### src/rtl/uart_pkg.sv
// uart_pkg: shared definitions for the memory-mapped UART.
//   - register offsets within the block (word aligned)
//   - STATUS register bit positions
//   - uart_state_t, the state type used by both the TX and RX FSMs
//   - clamp_div(): lowest usable clocks-per-bit value
package uart_pkg;

    localparam logic [3:0] UART_TXDATA = 4'h0;
    localparam logic [3:0] UART_RXDATA = 4'h4;
    localparam logic [3:0] UART_STATUS = 4'h8;
    localparam logic [3:0] UART_DIV    = 4'hC;

    localparam int ST_TX_FULL   = 0;
    localparam int ST_TX_EMPTY  = 1;
    localparam int ST_RX_VALID  = 2;
    localparam int ST_RX_OVR    = 3;
    localparam int ST_TX_BUSY   = 4;
    localparam int ST_TX_OVF    = 5;
    localparam int ST_FRAME_ERR = 6;

    typedef enum logic [1:0] {
        S_IDLE  = 2'd0,
        S_START = 2'd1,
        S_DATA  = 2'd2,
        S_STOP  = 2'd3
    } uart_state_t;

    // A divisor below 2 would leave no room for the mid-bit RX sample.
    function automatic logic [15:0] clamp_div(input logic [15:0] v);
        return (v < 16'd2) ? 16'd2 : v;
    endfunction

endpackage

### src/rtl/mmio_uart_if.sv
// mmio_uart_if: CPU data-port slice seen by the UART.
//   i_sel    access targets the UART this cycle
//   i_addr   byte offset within the block (bits [1:0] ignored)
//   i_we     1 = write, 0 = read
//   i_width  access width code (the UART treats every access as a word)
//   i_wdata  write data
//   o_rdata  read data, valid the cycle after the request
interface mmio_uart_if;
    logic        i_sel;
    logic [3:0]  i_addr;
    logic        i_we;
    logic [1:0]  i_width;
    logic [31:0] i_wdata;
    logic [31:0] o_rdata;

    modport master (
        output i_sel, i_addr, i_we, i_width, i_wdata,
        input  o_rdata
    );

    modport slave (
        input  i_sel, i_addr, i_we, i_width, i_wdata,
        output o_rdata
    );
endinterface

### src/rtl/sync_fifo.sv
// sync_fifo: single-clock FIFO with a combinational head output.
//   i_clk, i_rst   clock, asynchronous active-high reset
//   i_push/i_wdata write an entry (ignored when full, unless popping too)
//   i_pop          drop the head entry (ignored when empty)
//   o_rdata        current head entry (stale when empty)
//   o_full/o_empty/o_count occupancy
module sync_fifo #(
    parameter int WIDTH = 8,
    parameter int DEPTH = 8
) (
    input  logic                     i_clk,
    input  logic                     i_rst,
    input  logic                     i_push,
    input  logic [WIDTH-1:0]         i_wdata,
    input  logic                     i_pop,
    output logic [WIDTH-1:0]         o_rdata,
    output logic                     o_full,
    output logic                     o_empty,
    output logic [$clog2(DEPTH):0]   o_count
);
    localparam int AW = $clog2(DEPTH);
    localparam logic [AW:0] FULL_CNT = DEPTH[AW:0];

    logic [WIDTH-1:0] mem_q [DEPTH];
    logic [AW-1:0]    wr_ptr_q, wr_ptr_d;
    logic [AW-1:0]    rd_ptr_q, rd_ptr_d;
    logic [AW:0]      count_q, count_d;
    logic             do_push, do_pop;

    assign o_full  = (count_q == FULL_CNT);
    assign o_empty = (count_q == '0);
    assign o_count = count_q;
    assign o_rdata = mem_q[rd_ptr_q];

    // When full, a push is still taken if the head leaves in the same cycle:
    // the write lands in the slot being vacated.
    assign do_pop  = i_pop && !o_empty;
    assign do_push = i_push && (!o_full || do_pop);

    always_comb begin
        wr_ptr_d = wr_ptr_q;
        rd_ptr_d = rd_ptr_q;
        count_d  = count_q;
        if (do_push) wr_ptr_d = wr_ptr_q + 1'b1;
        if (do_pop)  rd_ptr_d = rd_ptr_q + 1'b1;
        if (do_push && !do_pop)      count_d = count_q + 1'b1;
        else if (!do_push && do_pop) count_d = count_q - 1'b1;
    end

    always_ff @(posedge i_clk or posedge i_rst) begin
        if (i_rst) begin
            wr_ptr_q <= '0;
            rd_ptr_q <= '0;
            count_q  <= '0;
        end else begin
            wr_ptr_q <= wr_ptr_d;
            rd_ptr_q <= rd_ptr_d;
            count_q  <= count_d;
        end
    end

    always_ff @(posedge i_clk) begin
        if (do_push) mem_q[wr_ptr_q] <= i_wdata;
    end

endmodule

### src/rtl/mmio_uart.sv
// mmio_uart: memory-mapped 8N1 UART target on the CPU data port.
//   i_clk, i_rst  clock, asynchronous active-high reset
//   bus           register access port (mmio_uart_if.slave), read data one cycle later
//   o_tx          serial out, idle high, LSB first
//   i_rx          serial in, asynchronous to i_clk
//   o_irq         high while the RX FIFO holds data
//
// Both FSMs use uart_state_t:
//   state   | TX meaning                       | RX meaning
//   S_IDLE  | line high, waiting for a byte    | waiting for a falling edge
//   S_START | driving start bit (DIV cycles)   | waiting to mid-sample start bit
//   S_DATA  | driving data bits 0..7           | sampling data bits 0..7
//   S_STOP  | driving stop bit (DIV cycles)    | waiting to sample stop bit
module mmio_uart
    import uart_pkg::*;
#(
    parameter int          FIFO_DEPTH  = 8,
    parameter logic [15:0] DEFAULT_DIV = 16'd217
) (
    input  logic        i_clk,
    input  logic        i_rst,
    mmio_uart_if.slave  bus,
    output logic        o_tx,
    input  logic        i_rx,
    output logic        o_irq
);
    localparam int CW = $clog2(FIFO_DEPTH) + 1;

    // ---------------- register decode ----------------
    logic [3:0] reg_addr;
    logic       rd_req, wr_req;
    logic       wr_txdata, rd_rxdata, wr_status, wr_div;

    assign reg_addr  = {bus.i_addr[3:2], 2'b00};
    assign rd_req    = bus.i_sel && !bus.i_we;
    assign wr_req    = bus.i_sel && bus.i_we;
    assign wr_txdata = wr_req && (reg_addr == UART_TXDATA);
    assign rd_rxdata = rd_req && (reg_addr == UART_RXDATA);
    assign wr_status = wr_req && (reg_addr == UART_STATUS);
    assign wr_div    = wr_req && (reg_addr == UART_DIV);

    // ---------------- FIFOs ----------------
    logic          tx_push, tx_pop, tx_full, tx_empty;
    logic [7:0]    tx_head;
    logic [CW-1:0] tx_count;
    logic          rx_push, rx_pop, rx_full, rx_empty;
    logic [7:0]    rx_head;
    logic [CW-1:0] rx_count;

    logic [7:0]    rx_shift_q, rx_shift_d;

    sync_fifo #(.WIDTH(8), .DEPTH(FIFO_DEPTH)) u_tx_fifo (
        .i_clk   (i_clk),
        .i_rst   (i_rst),
        .i_push  (tx_push),
        .i_wdata (bus.i_wdata[7:0]),
        .i_pop   (tx_pop),
        .o_rdata (tx_head),
        .o_full  (tx_full),
        .o_empty (tx_empty),
        .o_count (tx_count)
    );

    sync_fifo #(.WIDTH(8), .DEPTH(FIFO_DEPTH)) u_rx_fifo (
        .i_clk   (i_clk),
        .i_rst   (i_rst),
        .i_push  (rx_push),
        .i_wdata (rx_shift_q),
        .i_pop   (rx_pop),
        .o_rdata (rx_head),
        .o_full  (rx_full),
        .o_empty (rx_empty),
        .o_count (rx_count)
    );

    // ---------------- CSR state ----------------
    logic [15:0] div_q, div_d;
    logic        rx_ovr_q, rx_ovr_d;
    logic        tx_ovf_q, tx_ovf_d;
    logic        frame_err_q, frame_err_d;
    logic [31:0] rdata_q, rdata_d;

    // ---------------- TX FSM ----------------
    uart_state_t tx_state_q, tx_state_d;
    logic [15:0] tx_cnt_q, tx_cnt_d;
    logic [15:0] tx_div_q, tx_div_d;
    logic [2:0]  tx_bit_q, tx_bit_d;
    logic [7:0]  tx_shift_q, tx_shift_d;
    logic        tx_out_q, tx_out_d;
    logic        tx_busy;

    assign tx_busy = (tx_state_q != S_IDLE);

    always_comb begin
        tx_state_d = tx_state_q;
        tx_cnt_d   = tx_cnt_q;
        tx_div_d   = tx_div_q;
        tx_bit_d   = tx_bit_q;
        tx_shift_d = tx_shift_q;
        tx_pop     = 1'b0;
        unique case (tx_state_q)
            S_IDLE: begin
                if (!tx_empty) begin
                    tx_pop     = 1'b1;
                    tx_shift_d = tx_head;
                    tx_div_d   = div_q;
                    tx_cnt_d   = div_q - 16'd1;
                    tx_state_d = S_START;
                end
            end
            S_START: begin
                if (tx_cnt_q == '0) begin
                    tx_cnt_d   = tx_div_q - 16'd1;
                    tx_bit_d   = 3'd0;
                    tx_state_d = S_DATA;
                end else begin
                    tx_cnt_d = tx_cnt_q - 16'd1;
                end
            end
            S_DATA: begin
                if (tx_cnt_q == '0) begin
                    tx_cnt_d = tx_div_q - 16'd1;
                    if (tx_bit_q == 3'd7) begin
                        tx_state_d = S_STOP;
                    end else begin
                        tx_bit_d   = tx_bit_q + 3'd1;
                        tx_shift_d = {1'b0, tx_shift_q[7:1]};
                    end
                end else begin
                    tx_cnt_d = tx_cnt_q - 16'd1;
                end
            end
            S_STOP: begin
                if (tx_cnt_q == '0) begin
                    // Chain straight into the next frame so queued bytes
                    // go out with no idle gap.
                    if (!tx_empty) begin
                        tx_pop     = 1'b1;
                        tx_shift_d = tx_head;
                        tx_div_d   = div_q;
                        tx_cnt_d   = div_q - 16'd1;
                        tx_state_d = S_START;
                    end else begin
                        tx_state_d = S_IDLE;
                    end
                end else begin
                    tx_cnt_d = tx_cnt_q - 16'd1;
                end
            end
            default: tx_state_d = S_IDLE;
        endcase
    end

    // Registered line driver: lags the state by one cycle, so a byte written
    // at edge N is popped at N+1 and the start bit appears at N+2.
    always_comb begin
        tx_out_d = 1'b1;
        unique case (tx_state_q)
            S_START: tx_out_d = 1'b0;
            S_DATA:  tx_out_d = tx_shift_q[0];
            default: tx_out_d = 1'b1;
        endcase
    end

    assign tx_push = wr_txdata;

    // ---------------- RX FSM ----------------
    logic        rx_meta_q, rx_sync_q, rx_prev_q;
    uart_state_t rx_state_q, rx_state_d;
    logic [15:0] rx_cnt_q, rx_cnt_d;
    logic [15:0] rx_div_q, rx_div_d;
    logic [2:0]  rx_bit_q, rx_bit_d;
    logic        rx_done_ok, rx_done_bad;

    always_comb begin
        rx_state_d  = rx_state_q;
        rx_cnt_d    = rx_cnt_q;
        rx_div_d    = rx_div_q;
        rx_bit_d    = rx_bit_q;
        rx_shift_d  = rx_shift_q;
        rx_done_ok  = 1'b0;
        rx_done_bad = 1'b0;
        unique case (rx_state_q)
            S_IDLE: begin
                if (rx_prev_q && !rx_sync_q) begin
                    rx_div_d   = div_q;
                    rx_cnt_d   = (div_q >> 1) - 16'd1;
                    rx_state_d = S_START;
                end
            end
            S_START: begin
                if (rx_cnt_q == '0) begin
                    if (rx_sync_q) begin
                        rx_state_d = S_IDLE;
                    end else begin
                        rx_cnt_d   = rx_div_q - 16'd1;
                        rx_bit_d   = 3'd0;
                        rx_state_d = S_DATA;
                    end
                end else begin
                    rx_cnt_d = rx_cnt_q - 16'd1;
                end
            end
            S_DATA: begin
                if (rx_cnt_q == '0) begin
                    rx_shift_d = {rx_sync_q, rx_shift_q[7:1]};
                    rx_cnt_d   = rx_div_q - 16'd1;
                    if (rx_bit_q == 3'd7) rx_state_d = S_STOP;
                    else                  rx_bit_d   = rx_bit_q + 3'd1;
                end else begin
                    rx_cnt_d = rx_cnt_q - 16'd1;
                end
            end
            S_STOP: begin
                if (rx_cnt_q == '0) begin
                    rx_done_ok  = rx_sync_q;
                    rx_done_bad = !rx_sync_q;
                    rx_state_d  = S_IDLE;
                end else begin
                    rx_cnt_d = rx_cnt_q - 16'd1;
                end
            end
            default: rx_state_d = S_IDLE;
        endcase
    end

    assign rx_push = rx_done_ok;
    assign rx_pop  = rd_rxdata && !rx_empty;

    // ---------------- CSR next state ----------------
    logic [31:0] rd_val;

    always_comb begin
        rd_val = 32'd0;
        unique case (reg_addr)
            UART_RXDATA: rd_val = rx_empty ? 32'd0 : {1'b1, 23'd0, rx_head};
            UART_STATUS: begin
                rd_val[ST_TX_FULL]   = tx_full;
                rd_val[ST_TX_EMPTY]  = tx_empty && !tx_busy;
                rd_val[ST_RX_VALID]  = !rx_empty;
                rd_val[ST_RX_OVR]    = rx_ovr_q;
                rd_val[ST_TX_BUSY]   = tx_busy;
                rd_val[ST_TX_OVF]    = tx_ovf_q;
                rd_val[ST_FRAME_ERR] = frame_err_q;
            end
            UART_DIV:    rd_val = {16'd0, div_q};
            default:     rd_val = 32'd0;
        endcase
    end

    always_comb begin
        div_d = div_q;
        if (wr_div) div_d = clamp_div(bus.i_wdata[15:0]);

        // Clear first, then set: a same-cycle event keeps the bit high.
        rx_ovr_d    = rx_ovr_q    && !(wr_status && bus.i_wdata[ST_RX_OVR]);
        tx_ovf_d    = tx_ovf_q    && !(wr_status && bus.i_wdata[ST_TX_OVF]);
        frame_err_d = frame_err_q && !(wr_status && bus.i_wdata[ST_FRAME_ERR]);
        if (rx_done_ok && rx_full && !rx_pop)   rx_ovr_d    = 1'b1;
        if (wr_txdata && tx_full && !tx_pop)    tx_ovf_d    = 1'b1;
        if (rx_done_bad)                        frame_err_d = 1'b1;

        rdata_d = rdata_q;
        if (bus.i_sel) rdata_d = bus.i_we ? 32'd0 : rd_val;
    end

    // ---------------- registers ----------------
    always_ff @(posedge i_clk or posedge i_rst) begin
        if (i_rst) begin
            tx_state_q  <= S_IDLE;
            tx_cnt_q    <= '0;
            tx_div_q    <= DEFAULT_DIV;
            tx_bit_q    <= '0;
            tx_shift_q  <= '0;
            tx_out_q    <= 1'b1;
            rx_meta_q   <= 1'b1;
            rx_sync_q   <= 1'b1;
            rx_prev_q   <= 1'b1;
            rx_state_q  <= S_IDLE;
            rx_cnt_q    <= '0;
            rx_div_q    <= DEFAULT_DIV;
            rx_bit_q    <= '0;
            rx_shift_q  <= '0;
            div_q       <= DEFAULT_DIV;
            rx_ovr_q    <= 1'b0;
            tx_ovf_q    <= 1'b0;
            frame_err_q <= 1'b0;
            rdata_q     <= '0;
        end else begin
            tx_state_q  <= tx_state_d;
            tx_cnt_q    <= tx_cnt_d;
            tx_div_q    <= tx_div_d;
            tx_bit_q    <= tx_bit_d;
            tx_shift_q  <= tx_shift_d;
            tx_out_q    <= tx_out_d;
            rx_meta_q   <= i_rx;
            rx_sync_q   <= rx_meta_q;
            rx_prev_q   <= rx_sync_q;
            rx_state_q  <= rx_state_d;
            rx_cnt_q    <= rx_cnt_d;
            rx_div_q    <= rx_div_d;
            rx_bit_q    <= rx_bit_d;
            rx_shift_q  <= rx_shift_d;
            div_q       <= div_d;
            rx_ovr_q    <= rx_ovr_d;
            tx_ovf_q    <= tx_ovf_d;
            frame_err_q <= frame_err_d;
            rdata_q     <= rdata_d;
        end
    end

    assign o_tx        = tx_out_q;
    assign o_irq       = !rx_empty;
    assign bus.o_rdata = rdata_q;

    logic unused_bits;
    assign unused_bits = ^{bus.i_width, bus.i_addr[1:0], bus.i_wdata[31:16],
                           tx_count, rx_count};

endmodule

### src/flat_wrapper.sv
// flat-port wrapper written by rule: the top's interface ports become plain ports
module mmio_uart_flat import uart_pkg::*;
#(
    parameter int          FIFO_DEPTH  = 8,
    parameter logic [15:0] DEFAULT_DIV = 16'd217
)
  (i_clk, i_rst, o_tx, i_rx, o_irq, bus_i_sel, bus_i_addr, bus_i_we, bus_i_width, bus_i_wdata, bus_o_rdata);
  mmio_uart_if bus_i ();
  input  logic i_clk;
  input  logic i_rst;
  output logic o_tx;
  input  logic i_rx;
  output logic o_irq;
  input wire logic [$bits(bus_i.i_sel)-1:0] bus_i_sel;
  input wire logic [$bits(bus_i.i_addr)-1:0] bus_i_addr;
  input wire logic [$bits(bus_i.i_we)-1:0] bus_i_we;
  input wire logic [$bits(bus_i.i_width)-1:0] bus_i_width;
  input wire logic [$bits(bus_i.i_wdata)-1:0] bus_i_wdata;
  output wire logic [$bits(bus_i.o_rdata)-1:0] bus_o_rdata;
  assign bus_i.i_sel = bus_i_sel;
  assign bus_i.i_addr = bus_i_addr;
  assign bus_i.i_we = bus_i_we;
  assign bus_i.i_width = bus_i_width;
  assign bus_i.i_wdata = bus_i_wdata;
  assign bus_o_rdata = bus_i.o_rdata;
  mmio_uart #(.FIFO_DEPTH(FIFO_DEPTH), .DEFAULT_DIV(DEFAULT_DIV)) u_core (.i_clk(i_clk), .i_rst(i_rst), .bus(bus_i), .o_tx(o_tx), .i_rx(i_rx), .o_irq(o_irq));
endmodule
### config.mk
export PLATFORM = sky130hd
export DESIGN_NAME = mmio_uart_flat
export DESIGN_NICKNAME = d
export VERILOG_FILES = /design/src/rtl/uart_pkg.sv /design/src/rtl/mmio_uart_if.sv /design/src/rtl/sync_fifo.sv /design/src/rtl/mmio_uart.sv /design/src/flat_wrapper.sv
export SDC_FILE = /design/constraint.sdc
export NUM_CORES = 1
export LEC_CHECK = 0
export CAP_MARGIN = 20
export CORE_ASPECT_RATIO = 0.5
export CORE_MARGIN = 2
export CORE_UTILIZATION = 35
export CTS_CLUSTER_DIAMETER = 30
export DETAILED_ROUTE_END_ITERATION = 10
export RECOVER_POWER = 50
export SYNTH_ARGS = -nofsm -noshare
export SYNTH_HDL_FRONTEND = slang
export SYNTH_SLANG_ARGS = --single-unit
### constraint.sdc
create_clock -name i_clk -period 5.86 [get_ports i_clk]
set_clock_uncertainty 0.2 [all_clocks]
set_input_delay 0.879 -clock i_clk [delete_from_list [all_inputs] [get_ports i_clk]]
set_output_delay 0.879 -clock i_clk [all_outputs]
set_load 0.005 [all_outputs]
* Yosys cells after proc, flatten, opt, wreduce, memory -nomap -nowiden
Memory sizes are Yosys's and may differ from the RTL's.
Index checks and enable logic that the tools add are counted.
** Word-level totals
- Output and inout port bits :: 34
- Bits in registers :: 165
- Memories :: 2
- Word-level logic and storage cells :: 206
- Memory bits (writable) :: 128
- Input bits :: 43
** Memories
- u_core.u_rx_fifo.mem_q :: words 8, width 8, rd ports 1, clocked after memory_dff 0, write ports 1, line sync_fifo.sv:24 : logic [WIDTH-1:0] mem_q [DEPTH];
- u_core.u_tx_fifo.mem_q :: words 8, width 8, rd ports 1, clocked after memory_dff 0, write ports 1, line sync_fifo.sv:24
** Operators by class
- Add/sub/neg operators :: 16
- Mux-type cells :: 65
- Reductions and logical operators :: 69
- Order comparisons :: 1
- Equal/unequal tests :: 28
** Operator list (number)
- two-way mux 16 bit :: 11
- subtractor 16 x 1 -> 16 bit (second input constant) :: 5
- two-way mux 32 bit :: 2
- case mux 16 bit (4 select lines) :: 1
- case mux 25 bit (2 select lines) :: 1
- case mux 16 bit (3 select lines) :: 1
- logical NOT 16 bit :: 2
- two-way mux 8 bit :: 4
- case mux 16 bit (2 select lines) :: 1
- logical AND 1 bit :: 27
- case mux 8 bit (3 select lines) :: 1
- two-way mux 2 bit :: 11
- two-way mux 3 bit :: 7
- case mux 7 bit (3 select lines) :: 1
- adder 3 x 1 -> 3 bit (second input constant) :: 6
- inequality test 2 x 1 -> 1 bit (second input constant) :: 9
- logical NOT 1 bit :: 16
- less-than comparator 16 x 2 -> 1 bit (second input constant) :: 1
- two-way mux 4 bit :: 4
- case mux 2 bit (4 select lines) :: 2
- subtractor 15 x 1 -> 16 bit (second input constant) :: 1
- AND reduction 5 bit :: 3
- two-way mux 1 bit :: 14
- == test 2 bit (second input constant) :: 6
- other kinds (18) :: 42

* Depth between registers and ports, before layout
- Depth after elaboration :: 11
- Depth in mapped cells :: 16
- Depth with buffers taken out :: 15

* By module
Synthesis repeated with hierarchy kept, for this count alone.
** Second synthesis, totals
- Cell total of the unflattened synthesis :: 1137
- Area total of the unflattened synthesis :: 14122.3 um^2
** By module, submodules not included
- mmio_uart :: cells each 825, instances 1, area an instance 7988.9 um^2, seq. area each 3276.9 um^2
- sync_fifo :: cells each 156, instances 2, area an instance 3066.7 um^2, seq. area each 2172.1 um^2

* Least setup slack after synthesis
Ideal clock, no wire load.
- Kind :: input to register
- From :: input port bus_i_sel
- To :: memory u_core.u_tx_fifo.mem_q[4][0], enable pin
- Arrival :: 2698 ps
- Buffers on the path :: 1
- Data required time :: 5262 ps
- Library setup time :: 398 ps
- Stages :: 5
- Slack :: 2564 ps
- Cell sequence :: clkbuf_1 > nand2_1 > or3_1 > nand2b_1 > nor4b_1
** On the way
- Longest elaborated chain between the ends :: 5
** RTL lines
- from (decl) :: line flat_wrapper.sv:14 : input wire logic [$bits(bus_i.i_sel)-1:0] bus_i_sel;
- logical AND 1 bit :: line mmio_uart.sv:36 : assign wr_req = bus.i_sel && bus.i_we;
- logical AND 1 bit :: line mmio_uart.sv:37 : assign wr_txdata = wr_req && (reg_addr == UART_TXDATA);
- logical AND 1 bit :: line sync_fifo.sv:38 : assign do_push = i_push && (!o_full || do_pop);
- two-way mux 1 bit :: line sync_fifo.sv:63 : if (do_push) mem_q[wr_ptr_q] <= i_wdata;
- two-way mux 1 bit (not written as such) :: line sync_fifo.sv:63
- to (decl) :: line sync_fifo.sv:24
No other way between the ends.

==> flow_metrics.tcl <==
set metrics [dict create \
    dpl-instance-area_um2 15000 \
    p_leak_nw 6.24 \
    tightest_slew_ns 3.18 \
    synth_edf_count 128 \
    cts-root-buf "clkbuf_16" \
    globalplace.congestion 0.878 \
    grt_pass1_vias 9624 \
    die_h_um 146 \
    drive_gt1_frac 0.184 \
    h-tree-depth 2 \
    ys_ff_latch 278 \
    rsz0062_at_grt "false" \
    async_flop_share 0.540 \
    synth_ff_type "dfrtp_1" \
    die-area_um2 42100 \
    fin_cells 1792 \
    vias 9434 \
    hp-start "u_core.rx_meta_q" \
    clk_latency_ns 0.55 \
    finalNetCount 1303 \
    hold_buffers 0 \
    slew_violations 66 \
    clk_pin_slew_ns 0.06 \
    wl_per_cell_um 18.9 \
    synth-warning-count 0 \
    nFillCells 3598 \
    post_cts_buffers 0 \
    drcViolationCount 0 \
    fin_crit_ns 4.14 \
    drtPass1Iterations 5 \
    finalCritPeriodShare 0.707 \
    cts_resized 0 \
    pre_cts_ws_ns 1.51 \
    layout_setup_ws_ns 1.72 \
    syn_to_final_growth_pct 17.9 \
    synthCells 1185 \
    power_density_nw_per_um2 521 \
    antenna_cells 0 \
    max_cap_violations 1 \
    cts_inserted_buffers 45 \
    final_area_um2 16700 \
    setup_viol 0 \
    ys_seq_area_frac 0.539 \
    slew_headroom -1.13 \
    floorplan.rows 51 \
    grt_pass1_wl_um 55000 \
    grt_usage 0.164 \
    cp_slowest_cell "clkinvlp_2" \
    io_pins 77 \
    totalWireLength_um 33800 \
    worstRegToRegCells 13 \
    setup_tns_ns 0 \
    portBuffers 41 \
    start_util 0.359 \
    fmax_mhz 241 \
    core_area_um2 39400 \
    endpoint_kind "async pin" \
    syn_avg_cell_area_um2 11.9 \
    violations "max-capacitance violations, max-slew violations" \
    fp.dieW_um 288 \
    crit-reg2reg-launch "u_core.tx_cnt_q[4]" \
    r2r_end "u_core.u_tx_fifo.o_count[3]" \
    layout_common_cells "dfrtp_1, edfxtp_1, nand2_1" \
    cts_tree "built" \
    max_stage_delay_ns 1.78 \
    via_per_inst 5.26 \
    dp.cells 1707 \
    crit_path_start_kind "input pin" \
    crit_start "i_rst" \
    clock_sinks 278 \
    critPathMaxFanout 65 \
    power_mw 8.68 \
    grt_max_degree 66 \
    netlist_area_um2 14100 \
    final_common_cell "dfrtp_1" \
    drtIter0Drc 955 \
    ir_drop_uv 224 \
    crit_arrival_ns 4.41 \
    clk_path_buf_depth 3 \
    finalHoldViolations 0 \
    required_ns 6.13 \
    worstPathCellList "dlygate4sd3_1, clkinvlp_2, clkbuf_2" \
    drtAntennaViolNets 0 \
    reg2reg_slack_ns 2.20 \
    hold_path_class "flop to flop" \
    critPathKind "input pin to async pin" \
    status "finished, violations left" \
    post-dp-hpwl_um 23400 \
    endpoint "u_core.tx_div_q[1]" \
    synthDistinctLibCells 85 \
    antenna_found_initial 0 \
    overflow 0 \
]
[cell type report]
| cell class | count | area, um2 | share of cell area |
|---|---|---|---|
| Timing Repair Buffer | 57 | 563 | 0.0338 |
| Inverter | 52 | 196 | 0.0118 |
| Multi-Input combinational cell | 792 | 5980 | 0.359 |
| Clock inverter | 31 | 454 | 0.0273 |
| Sequential cell | 278 | 7620 | 0.458 |
| Tap cell | 530 | 663 | 0.0398 |
| Clock buffer | 52 | 1170 | 0.0705 |
[metal layers]
layer  vias up  GRT usage  part of all wire
met1      4709      0.226              0.46
met4         0     0.0500             0.025
met5         -          0                 0
met3        48     0.0297             0.048
li1       4431          -                 -
met2       246      0.263              0.47
[flip-flops by register name, indices dropped and copies added, names as in the netlist, 3 cells and up, named ones only]
| register | flops |
|---|---|
| u_core.u_rx_fifo.rd_ptr_q | 3 |
| u_core.div_q | 16 |
| u_core.u_tx_fifo.rd_ptr_q | 3 |
| u_core.rx_bit_q | 3 |
| u_core.u_tx_fifo.o_count | 4 |
| u_core.rx_cnt_q | 16 |
| u_core.rx_shift_q | 8 |
| u_core.u_tx_fifo.wr_ptr_q | 3 |
| u_core.u_tx_fifo.mem_q | 64 |
| u_core.bus.o_rdata | 17 |
| u_core.u_rx_fifo.wr_ptr_q | 3 |
| u_core.tx_bit_q | 3 |
| u_core.u_rx_fifo.o_count | 4 |
| u_core.tx_cnt_q | 16 |
| u_core.tx_div_q | 16 |
| u_core.rx_div_q | 16 |
| u_core.u_rx_fifo.mem_q | 64 |
| u_core.tx_shift_q | 8 |
[Yosys cell counts, types with 8 or more instances]
master	instances	area share
buf_2	18	0.0064
dfrtp_1	131	0.23
xnor2_1	49	0.030
a21oi_1	42	0.015
dfstp_2	19	0.035
a31oi_1	11	0.0049
mux2i_1	19	0.013
mux2_2	60	0.048
edfxtp_1	128	0.27
nand2b_1	12	0.0053
nand2_1	103	0.027
o22ai_1	18	0.0080
nor3_1	33	0.012
mux4_2	32	0.051
or3_1	8	0.0035
a22o_1	10	0.0062
xor2_1	37	0.023
nand4_1	10	0.0044
inv_1	50	0.013
nor2_1	73	0.019
ha_1	32	0.028
o21ai_0	51	0.018
buf_4	17	0.0090
nand3_1	24	0.0085
nor4_1	17	0.0075
clkbuf_1	33	0.0088
[worst max-delay path, delay by kind of cell]
family	cells	cell delay, ns
buffers and inverters	3	3.47
[where the power goes]
part	internal [mW]	total [mW]	leakage [nW]	switching, mW
combinational	1.31	2.85	2.45	1.53
clock	1.79	2.81	0.770	1.02
sequential	2.45	3.02	3.02	0.574
total	5.55	8.68	6.24	3.13
[metrics by stage]
stage | hold WS [ns] | utilization
floorplan | 0.145 | -
global placement | 0.147 | 0.380
detailed placement | 0.149 | 0.381
CTS | 0.158 | 0.422
global route | 0.168 | 0.423
finish | 0.162 | 0.423
[logic make-up after synthesis]
group,after synthesis,share of synthesized area
fa+ha+maj,34,0.0312
xor+xnor,86,0.0533
buf+inv,129,0.0414
compound gates,209,0.0980
mux,112,0.113
other cells,1,0.000265
simple gates,336,0.123
flops,278,0.539
[worst min-delay path by stage]
stage | to | cells after the start | slack [ns]
floorplan | u_core.rx_sync_q | 0 | 0.15
global placement | u_core.rx_sync_q | 0 | 0.15
detailed placement | u_core.rx_sync_q | 0 | 0.15
CTS | u_core.rx_sync_q | 0 | 0.16
global route | u_core.rx_sync_q | 0 | 0.17
finish | u_core.rx_sync_q | 0 | 0.16
Note: power is estimated with default switching activity, not from simulation.
